===== config.mk =====
export PLATFORM = sky130hd
export DESIGN_NAME = console_ctrl
export DESIGN_NICKNAME = d
export VERILOG_FILES = /design/src/rtl/console_ctrl.sv
export SDC_FILE = /design/constraint.sdc
export NUM_CORES = 1
export LEC_CHECK = 0
export ABC_CLOCK_PERIOD_IN_PS = 3660
export BUFFER_PORTS_ARGS = -buffer_cell sky130_fd_sc_hd__buf_2
export CORE_MARGIN = 1.5
export CORE_UTILIZATION = 40
export CTS_BUF_LIST = sky130_fd_sc_hd__clkbuf_16
export DETAILED_ROUTE_END_ITERATION = 10
export GPL_TIMING_DRIVEN = 0
export PLACE_DENSITY = 0.56
export SLEW_MARGIN = 20
export SYNTH_ARGS = -nofsm -noshare
export SYNTH_HDL_FRONTEND = slang
export SYNTH_SLANG_ARGS = --single-unit

===== constraint.sdc =====
create_clock -name clk -period 3.66 [get_ports clk]
set_clock_uncertainty 0.15 [all_clocks]
set_input_delay 0.183 -clock clk [delete_from_list [all_inputs] [get_ports clk]]
set_output_delay 0.183 -clock clk [all_outputs]
set_load 0.005 [all_outputs]

===== src/rtl/console_ctrl.sv =====
// console_ctrl: byte FIFO between the core's console writes and a valid/ready byte sink.
// When full it either stalls the core or drops the write and counts the loss.
module console_ctrl #(
    parameter int XLEN         = 32,
    parameter int DEPTH        = 16,
    parameter bit DROP_ON_FULL = 1'b0
) (
    input  logic                    clk,
    input  logic                    reset_n,
    input  logic                    console_we,
    input  logic [XLEN-1:0]         console_wdata,
    output logic                    stall,
    output logic                    tx_valid,
    output logic [7:0]              tx_data,
    input  logic                    tx_ready,
    output logic [$clog2(DEPTH):0]  level,
    output logic [15:0]             drop_count,
    output logic                    overflow
);
    localparam int AW = $clog2(DEPTH);
    localparam int LW = AW + 1;

    logic [7:0]    r_mem [DEPTH];
    logic [AW-1:0] r_wr_ptr;
    logic [AW-1:0] r_rd_ptr;
    logic [LW-1:0] r_level;

    logic w_full;
    logic w_empty;
    logic w_push;
    logic w_pop;

    assign w_full  = (r_level == LW'(DEPTH));
    assign w_empty = (r_level == '0);
    assign w_push  = console_we && !w_full;
    assign w_pop   = !w_empty && tx_ready;

    // Storage is not reset; validity is tracked by r_level alone.
    always_ff @(posedge clk) begin
        if (w_push) begin
            r_mem[r_wr_ptr] <= console_wdata[7:0];
        end
    end

    always_ff @(posedge clk or negedge reset_n) begin
        if (!reset_n) begin
            r_wr_ptr <= '0;
            r_rd_ptr <= '0;
            r_level  <= '0;
        end else begin
            if (w_push) begin
                r_wr_ptr <= r_wr_ptr + 1'b1;
            end
            if (w_pop) begin
                r_rd_ptr <= r_rd_ptr + 1'b1;
            end
            case ({w_push, w_pop})
                2'b10:   r_level <= r_level + 1'b1;
                2'b01:   r_level <= r_level - 1'b1;
                default: r_level <= r_level;
            endcase
        end
    end

    // First-word fall-through head; reads as zero while empty.
    assign tx_valid = !w_empty;
    assign tx_data  = w_empty ? 8'h00 : r_mem[r_rd_ptr];
    assign level    = r_level;

    generate
        if (XLEN > 8) begin : g_hi_unused
            logic w_unused_hi;
            assign w_unused_hi = ^console_wdata[XLEN-1:8];
        end

        if (DROP_ON_FULL) begin : g_drop
            logic        w_drop;
            logic [15:0] r_drop_count;
            logic        r_overflow;

            assign w_drop = console_we && w_full;

            always_ff @(posedge clk or negedge reset_n) begin
                if (!reset_n) begin
                    r_drop_count <= '0;
                    r_overflow   <= 1'b0;
                end else if (w_drop) begin
                    r_overflow <= 1'b1;
                    if (r_drop_count != 16'hFFFF) begin
                        r_drop_count <= r_drop_count + 16'd1;
                    end
                end
            end

            assign stall      = 1'b0;
            assign drop_count = r_drop_count;
            assign overflow   = r_overflow;
        end else begin : g_stall
            assign stall      = w_full;
            assign drop_count = 16'h0000;
            assign overflow   = 1'b0;
        end
    endgenerate
endmodule


==> results.sh <==
export IMPL_htree_levels=4
export IMPL_final_common_cell="edfxtp_1"
export IMPL_place_area_um2=6460
export IMPL_track_usage_pct=15.4
export IMPL_drive_above_1_share_pct=30.6
export IMPL_synthesis_instances=330
export IMPL_crit_slowest_cell="a31oi_2"
export IMPL_post_route_period_util_pct=89.4
export IMPL_cts_setup_buffers=0
export IMPL_p_leak_nw=2.56
export IMPL_layout_nets=438
export IMPL_first_global_vias=2944
export IMPL_drt_pass1_iterations=4
export IMPL_period_minus_slack_ps=3270
export IMPL_rsz0062_at_grt="false"
export IMPL_place_hpwl_um=7470
export IMPL_syn_cell_area_um2=6020
export IMPL_ys_ff_latch=141
export IMPL_insertion_delay_ps=410
export IMPL_drt_initial_drc_count=200
export IMPL_cts_buffer_depth=2
export IMPL_hold_slack_ps=21.9
export IMPL_tns_ps=0
export IMPL_design_die_area_um2=15800
export IMPL_max_slew_worst_pin_slew_ps=893
export IMPL_ant_nets=0
export IMPL_final_cells=589
export IMPL_crit_path_start_kind="flip-flop"
export IMPL_outcome="completed"
export IMPL_grt_max_degree=17
export IMPL_wl_um=11500
export IMPL_synth_avg_cell_area_um2=18.2
export IMPL_dpl_cell_count=556
export IMPL_num_vias=2994
export IMPL_die_w_um=126
export IMPL_worstRegToRegCells=12
export IMPL_postSynth_asyncResetShare_pct=9.22
export IMPL_die_height_um=126
export IMPL_finalSetupViolCount=0
export IMPL_cts_sinks=141
export IMPL_drc=0
export IMPL_relSlewSlack_pct=40.3
export IMPL_hold_depth=1
export IMPL_io_pins=68
export IMPL_wl_per_cell_um=19.5
export IMPL_crit_fanout=10
export IMPL_hold_viol=0
export IMPL_drv_cap=0
export IMPL_irDropWorstVdd_uv=310
export IMPL_antenna_found_initial=0
export IMPL_cts_tree="built"
export IMPL_slew_viol_final=0
export IMPL_hp_class="primary input to flip-flop"
export IMPL_fin_util_pct=48.7
export IMPL_yosysWarnings=0
export IMPL_pre_cts_ws_ps=310
export IMPL_path_clk_slew_ps=60
export IMPL_ff2ff_setup_slack_ps=390
export IMPL_final_cell_mix="128 x edfxtp_1, 29 x buf_2, 24 x mux4_2"
export IMPL_ys_types=40
export IMPL_port_buffer_count=26
export IMPL_seq_area_frac_synth_pct=69.3
export IMPL_worstPathRequired_ps=3830
export IMPL_grt_pass1_wl_um=17400
export IMPL_overflow=0
export IMPL_fmax_ghz=0.306
export IMPL_ys_flop_type="edfxtp_1"
export IMPL_p_total_mw=5.65
export IMPL_design_core_area_um2=14600
export IMPL_cts_buffers=17
export IMPL_cp_end_kind="flip-flop"
export IMPL_pwr_density_cell_nw_per_um2=794
export IMPL_synth_edff_count=128
export IMPL_n_antenna_cell=0
export IMPL_cpPeakStageDelay_ps=470
export IMPL_worst_slack_ps=387
export IMPL_critical_path_cell_chain="clkbuf_1 -> nor3_2 -> a31oi_2 -> inv_1 -> ha_1 -> clkbuf_1 -> xor2_1 -> ha_1 -> o211ai_1 -> nand2b_1 -> a221o_1 -> nor3_1"
export IMPL_arrival_ps=3440
export IMPL_critPathKind="flip-flop to flip-flop"
export IMPL_area_growth_pct=18.2
export IMPL_cts_root_buf="clkbuf_16"
export IMPL_place_congestion=0.782
export IMPL_vias_per_cell=5.08
export IMPL_nFillCells=1210
export IMPL_rows=44
export IMPL_initial_utilization_pct=41.3
export IMPL_design_area_um2=7110
[registers in the layout, indices dropped and copies added, names as in the netlist]
| register | flops |
|---|---|
| r_mem | 128 |
| level | 5 |
| r_rd_ptr | 4 |
| r_wr_ptr | 4 |
[critical path: cells and delay by family, from the launching register on]
kind	cells	cell delay, ps
compound gates	3	1000
buf+inv	3	650
fa+ha+maj	2	470
simple gates	3	380
flops	1	340
xor+xnor	1	200
[cell families (layout without fill, tap and decap cells)]
logic type / count (synthesis) / after routing / synth area share, %
xor+xnor: 10 / 10 / 1.46
fa+ha+maj: 9 / 9 / 1.87
simple gates: 49 / 49 / 3.93
compound gates: 28 / 28 / 2.70
mux: 50 / 50 / 15.7
flops: 141 / 141 / 69.3
buf+inv: 42 / 101 / 5.03
other cells: 1 / 17 / 0.0623
[report_power, final]
group	switching (mW)	internal (mW)
clock network	0.616	1.20
logic	0.921	0.851
registers	0.0833	1.98
[synth_stat cells, drive strengths merged (3+ instances only)]
cell type	instances	area share, %
a21oi	10	0.83
and3	3	0.31
buf	30	3.9
clkbuf	5	0.64
dfrtp	13	5.4
edfxtp	128	64
ha	9	1.9
inv	7	0.44
mux2	10	1.9
mux2i	8	1.3
mux4	32	12
nand2	11	0.69
nand2b	3	0.31
nor2	16	1.0
nor3	7	0.58
o21ai	12	1.0
xnor2	9	1.3
[final timing paths]
kind                                  start           end
hold / removal             console_wdata[6]  r_mem[12][6]
setup reg to reg                   level[1]      level[4]
setup / recovery                   level[1]      level[4]
min in group asynchronous           reset_n      level[1]
hold reg to reg                    level[0]      level[0]
max in group asynchronous           reset_n   r_rd_ptr[3]
[final cells by class]
class                           count  area [um2]  share of cell area, %
Timing Repair Buffer               28         150                   2.11
Clock inverter                     14         203                   2.85
Tap cell                          184         230                   3.24
Sequential cell                   141        4170                   58.6
Buffer                             35         277                   3.89
Clock buffer                       17         425                   5.98
Inverter                            7        26.3                  0.369
Multi-Input combinational cell    163        1630                   22.9
[what timing repair did]
action,CTS,global route
hold endpoints to repair,15,0
hold buffers,2,0
setup endpoints to repair,0,1
gates resized for setup,0,1
[layer usage]
| metal | vias up | GRT usage [%] | part of all wire, % |
|---|---|---|---|
| met5 | - | 0 | 0 |
| li1 | 1385 | - | - |
| met3 | 6 | 4.08 | 4.6 |
| met4 | 0 | 5.15 | 1.0 |
| met2 | 81 | 23.2 | 46 |
| met1 | 1522 | 22.1 | 48 |
No activity file was read; power rests on OpenSTA's default activity.
